### src/rtl/reduction_packer.sv
// Serial-to-parallel lane collector feeding the adder-tree reduction.
// Elements fill lanes in order; a vector closes on the last lane or on I_Last, and unfilled lanes stay zero.
module reduction_packer #(
  parameter int WIDTH   = 8,
  parameter int NUM_MOD = 32
) (
  input  logic                       clock,
  input  logic                       reset,
  input  logic                       I_Valid,
  input  logic [WIDTH-1:0]           I_Data,
  input  logic                       I_Last,
  output logic                       O_Ready,
  output logic                       O_Valid,
  output logic [WIDTH*NUM_MOD-1:0]   O_Data,
  output logic [$clog2(NUM_MOD):0]   O_Count,
  input  logic                       I_Ready
);

  localparam int IW = $clog2(NUM_MOD);
  localparam int CW = IW + 1;
  localparam logic [IW-1:0] LAST_IDX = IW'(NUM_MOD - 1);

  typedef enum logic [0:0] {
    FILL = 1'b0,
    HOLD = 1'b1
  } state_e;

  state_e                          state_q, state_d;
  logic [NUM_MOD-1:0][WIDTH-1:0]   lanes_q, lanes_d;
  logic [IW-1:0]                   idx_q, idx_d;
  logic [CW-1:0]                   count_q, count_d;

  logic in_fire_s;
  logic out_fire_s;
  logic close_s;

  assign O_Ready    = (state_q == FILL);
  assign O_Valid    = (state_q == HOLD);
  assign O_Data     = lanes_q;
  assign O_Count    = count_q;

  assign in_fire_s  = I_Valid && (state_q == FILL);
  assign out_fire_s = I_Ready && (state_q == HOLD);
  // The last lane closes the vector even without I_Last, so idx never wraps.
  assign close_s    = (idx_q == LAST_IDX) || I_Last;

  // Next-state: lane writes while filling, clear-and-restart on output handshake.
  always_comb begin
    state_d = state_q;
    lanes_d = lanes_q;
    idx_d   = idx_q;
    count_d = count_q;
    case (state_q)
      FILL: begin
        if (in_fire_s) begin
          lanes_d[idx_q] = I_Data;
          if (close_s) begin
            state_d = HOLD;
            count_d = CW'(idx_q) + CW'(1);
          end else begin
            idx_d = idx_q + IW'(1);
          end
        end else begin
          state_d = FILL;
        end
      end
      HOLD: begin
        if (out_fire_s) begin
          state_d = FILL;
          lanes_d = '0;
          idx_d   = '0;
          count_d = '0;
        end else begin
          state_d = HOLD;
        end
      end
      default: begin
        state_d = FILL;
        lanes_d = '0;
        idx_d   = '0;
        count_d = '0;
      end
    endcase
  end

  // State, lane buffer, fill index and count registers.
  always_ff @(posedge clock or negedge reset) begin
    if (!reset) begin
      state_q <= FILL;
      lanes_q <= '0;
      idx_q   <= '0;
      count_q <= '0;
    end else begin
      state_q <= state_d;
      lanes_q <= lanes_d;
      idx_q   <= idx_d;
      count_q <= count_d;
    end
  end

endmodule

### config.mk
export PLATFORM = sky130hd
export DESIGN_NAME = reduction_packer
export DESIGN_NICKNAME = d
export VERILOG_FILES = /design/src/rtl/reduction_packer.sv
export SDC_FILE = /design/constraint.sdc
export NUM_CORES = 1
export LEC_CHECK = 0
export BUFFER_PORTS_ARGS = -buffer_cell sky130_fd_sc_hd__buf_2
export CORE_UTILIZATION = 49
export CTS_BUF_LIST = sky130_fd_sc_hd__clkbuf_16
export CTS_CLUSTER_DIAMETER = 30
export DETAILED_ROUTE_END_ITERATION = 8
export GPL_TIMING_DRIVEN = 1
export PLACE_DENSITY = 0.77
export SLEW_MARGIN = 15
export SYNTH_ARGS = -nofsm -noshare
export SYNTH_HDL_FRONTEND = slang
export SYNTH_SLANG_ARGS = --single-unit
### constraint.sdc
create_clock -name clock -period 2.15 [get_ports clock]
set_input_delay 0.215 -clock clock [delete_from_list [all_inputs] [get_ports clock]]
set_output_delay 0.215 -clock clock [all_outputs]
set_load 0.05 [all_outputs]
After elaboration in Yosys (flattened, before gate mapping)
Index checks and enable logic that the tools add are counted.
{"block": "totals", "latchBits": 0, "in_bits": 13, "regBits": 268, "mem_bits_rw": 0, "output_inout_bits": 264, "memories": 0, "word_cells": 70, "mem_bits_ro": 0}
{"block": "op_classes", "n_lt_le_gt_ge": 2, "n_bitwise": 1, "n_reduce_logical": 7, "n_eq_ne": 5, "n_div": 0, "mux": 18, "shift": 0, "addsub": 2, "multipliers": 0}
{"cell": "$mux W256", "count": 2}
{"cell": "$pmux W256 S2", "count": 1}
{"cell": "$bwmux W256", "count": 1}
{"cell": "$demux W8 S5", "count": 1}
{"cell": "$mux W6", "count": 3}
{"cell": "$mux W5", "count": 3}
{"cell": "$pmux W6 S2", "count": 1}
{"cell": "$pmux W5 S2", "count": 1}
{"cell": "$mux W8", "count": 1}
{"cell": "$add A5 B1 Y6 const B", "count": 1}
{"cell": "$lt A5 B6 Y1 const B", "count": 1}
{"cell": "$ne A2 B1 Y1 const B", "count": 3}
{"cell": "$reduce_and A3 Y1", "count": 2}
{"cell": "$add A5 B1 Y5 const B", "count": 1}
{"cell": "$eq A5 B5 Y1 const B", "count": 1}
{"cell": "$ge A5 B1 Y1 const B", "count": 1}
{"cell": "$logic_and A1 B1 Y1", "count": 3}
{"cell": "$mux W1", "count": 3}
{"cell": "$ne A2 B2 Y1 const B", "count": 1}
{"cell": "$pmux W1 S2", "count": 1}
{"cell": "$reduce_and A2 Y1", "count": 1}
{"cell": "$logic_or A1 B1 Y1", "count": 1}
{"cell": "$not A1 Y1", "count": 1}

Longest topological paths before layout
{"block": "depth", "depth_word": 7, "mapped_depth": 8, "depth_no_buf": 6}

Worst setup path before layout
OpenSTA, ideal clock, no wires.
{"block": "synth_path", "path_type": "register to register", "startpoint": "register idx_q[0]", "endpoint": "register idx_q[3]", "period_less_slack_ps": 2324, "arrival_time_ps": 2244, "required_time_ps": 2070, "path_slack_ps": -174, "path_stages_with_launch": 8, "path_buffers": 1, "path_cell_list": "dfrtp_1 > ha_1 > and3_1 > ha_1 > or4b_1 > buf_2 > or4_1 > o211ai_2"}
{"block": "synth_via", "elab_chain_cells": 4}
{"item": "start: declaration", "line_no": "30", "rtl": "logic [IW-1:0] idx_q, idx_d;"}
{"item": "start signal: assignment", "line_no": "96", "rtl": "idx_q <= idx_d;"}
{"item": "$add A5 B1 Y5 or $eq A5 B5 Y1 (tied branches)", "line_no": "61, 45"}
{"item": "$mux W5 or $logic_or A1 B1 Y1 (tied branches)", "line_no": "57, 45"}
{"item": "$mux W5 or $ne A2 B2 Y1 (tied branches)"}
{"item": "$pmux W5 S2 or $reduce_and A3 Y1 (tied branches)"}
Several ways; a longest one is shown, not always the timed one. The select of a mux whose other input is x is not followed.
A chain may end at the register's enable or synchronous reset.

Final worst setup path
{"block": "layout_path", "startpoint": "register idx_q[1]", "endpoint": "register idx_q[3]"}
Same word-level chain as after synthesis.

==> flow_metrics.tcl <==
set metrics [dict create \
    num_rows 55 \
    postLayoutSetupSlackWorst_ns 0.07784 \
    synth_async_sr_flop_share_pct 100.0 \
    crit_family "simple AND/OR/NAND/NOR gates" \
    critical_path.endpoint_type "flip-flop" \
    ys.warnings.count 0 \
    finClkSkew_ns 0.01235 \
    die_x_um 155.8 \
    ant_nets 0 \
    grt_pass1_vias 8688 \
    clock_path_buffers 3 \
    n_fill_cell 1746 \
    ir_worst_vdd_uv 667.2 \
    r2r-start "idx_q[1]" \
    status "complete, no violations" \
    crit_path_cell_trace "ha_4 -> and3_1 -> ha_2 -> or4b_1 -> or4_1 -> o211ai_2" \
    hold_viol_final 0 \
    routed_wirelength_um 31730 \
    worstPathArrival_ns 2.52 \
    seq_area_mm2 0.006709 \
    root_buffer "clkbuf_16" \
    finalSetupTns_ns 0 \
    core-area_mm2 0.02292 \
    htreeDepth 2 \
    rsz0062_at_grt "false" \
    min-delay-start "I_Ready" \
    drc 0 \
    area_growth_pct 31.52 \
    wire_per_inst_um 19.69 \
    slew_headroom_pct 55.46 \
    crit_type "reg2reg" \
    num_io_pins 277 \
    die_area_mm2 0.02428 \
    hpwl_um 20320 \
    setup_viol 0 \
    clk_latency_ns 0.53 \
    grt_use_total_pct 26.73 \
    drtIter0Drc 588 \
    vias_per_cell 5.268 \
    cp_slowest_cell "or4b_1" \
    slowest_delay_ns 0.49 \
    antenna_found_initial 0 \
    die_h_um 155.8 \
    layout-drive-gt1-share_pct 33.98 \
    cts_tree "built" \
    multi_input_area_mm2 0.004564 \
    crit_start "idx_q[1]" \
    routabilityCongestion 0.8507 \
    initial_core_util_pct 50.59 \
    required_ns 2.60 \
    place_ws_ns 0.08271 \
    dr.pass1.iters 5 \
    clkSinkCount 268 \
    synth.distinct_cells 45 \
    n_antenna_cell 0 \
    start_kind "flip-flop" \
    synthesis.area_mm2 0.01159 \
    syn_area_per_cell_um2 12.15 \
    slew_viol_final 0 \
    vias 8486 \
    grt_max_degree 116 \
    most-common-layout-cells "275 x buf_2, 266 x dfrtp_1, 260 x nand2_1, 255 x mux2i_1, 51 x clkbuf_16" \
    gr-total-overflow 0 \
    cap_violations 0 \
    cts_buffers 50 \
    power.total_uw 16020 \
    finalCritPeriodShare_pct 96.38 \
    ys_seq_area_share_pct 57.85 \
    synth_nets 972 \
    ys.flop_type "dfrtp_1" \
    hold_class "in2reg" \
    synth-seq-cells 268 \
    layout_commonest_cell "buf_2" \
    nets 1279 \
    tightest_slew_ns 0.6680 \
    netlist_instances 954 \
    fin_crit_ns 2.072 \
    power_density_mw_per_mm2 1051 \
    power.leakage_uw 0.008153 \
    clk_pin_slew_ns 0.05 \
    port_buffers 276 \
    synth_edf_count 0 \
    cp_max_fo 5 \
    grt_pass1_wl_um 50090 \
    critPathBufInv 0 \
    fmax_mhz 482.6 \
]
==> repair_timing <==
action | CTS | global route
resized for setup | 0 | 1
endpoints found under the hold margin | 71 | 0
endpoints found under the setup margin | 0 | 1
setup buffers | 0 | 0
hold buffers | 2 | 0
==> flip-flops by register name (all words and copies together), names as in the netlist <==
name	count
O_Data	256
O_Valid	1
idx_q	5
O_Count	6
==> stage by stage <==
step / std cells / util, % / hold slack, ns / cell area, µm²
6_report: 1611 / 66.53 / 0.1159 / 15250
5_1_grt: 1611 / 66.53 / 0.1169 / 15250
4_1_cts: 1611 / 66.52 / 0.09357 / 15240
3_5_place_dp: 1520 / 59.10 / 0.2669 / 13540
3_3_place_gp: 1520 / 59.10 / 0.2596 / 13540
2_1_floorplan: 954 / - / -0.08059 / 11620
==> synthesized netlist by cell type (all sizes together), types with 3 or more instances <==
master | number | area, µm²
buf | 27 | 150.1
ha | 5 | 62.56
mux2i | 255 | 2552
nand4 | 3 | 31.28
clkbuf | 39 | 146.4
o21ai | 7 | 35.03
o211ai | 7 | 57.55
nand3 | 11 | 102.6
nand2 | 261 | 979.7
nand3b | 4 | 62.56
nor2 | 27 | 432.9
inv | 14 | 52.55
dfrtp | 268 | 6706
==> worst paths after layout <==
| check | end | slack [ns] | depth (start not counted) |
|---|---|---|---|
| worst max-delay path | idx_q[3] | 0.08 | 6 |
| worst min-delay path | O_Valid | 0.12 | 3 |
| worst max register to register | idx_q[3] | 0.08 | 6 |
| worst min register to register | O_Count[5] | 0.51 | 2 |
| max in group asynchronous | idx_q[1] | 1.15 | 3 |
| min in group asynchronous | O_Data[234] | 0.27 | 2 |
==> power breakdown <==
part | switching, µW | internal (µW) | leakage [µW] | total [µW]
combinational | 2060 | 601 | 0.00362 | 2660
clock | 2540 | 5230 | 0.000831 | 7780
sequential | 196 | 5380 | 0.00371 | 5580
==> kinds of logic after synthesis <==
group,count (synthesis),share of synthesized area (%)
muxes,255,22.02
xor gates and xnor gates,2,0.1511
AOI/OAI and AO/OA,20,1.230
buffers and inverters,80,3.011
DFF,268,57.85
and+or+nand+nor,324,15.20
adders and majority gates,5,0.5397
==> tightest hold or removal path: stages <==
cell	delay, ns
buf_2	0.11
nand2b_1	0.18
nand2_1	0.09
==> layer usage <==
metal	up-vias	share of wire, %	wire [µm]	global-route usage [%]
li1	3826	-	-	-
met1	4268	42	13420	35.13
met2	328	48	15270	43.47
met3	64	6.4	2040	5.722
met4	0	3.1	998	10.22
met5	-	0	0	0
==> final cells by class <==
type,count,area share (%)
clock buffer,51,8.371
clock inverter,38,2.659
inverter,14,0.3447
multi-input combinational,606,29.94
sequential,268,44.00
tap,313,2.569
timing repair buffer,321,12.11
No activity file was read; power rests on OpenSTA's default activity.
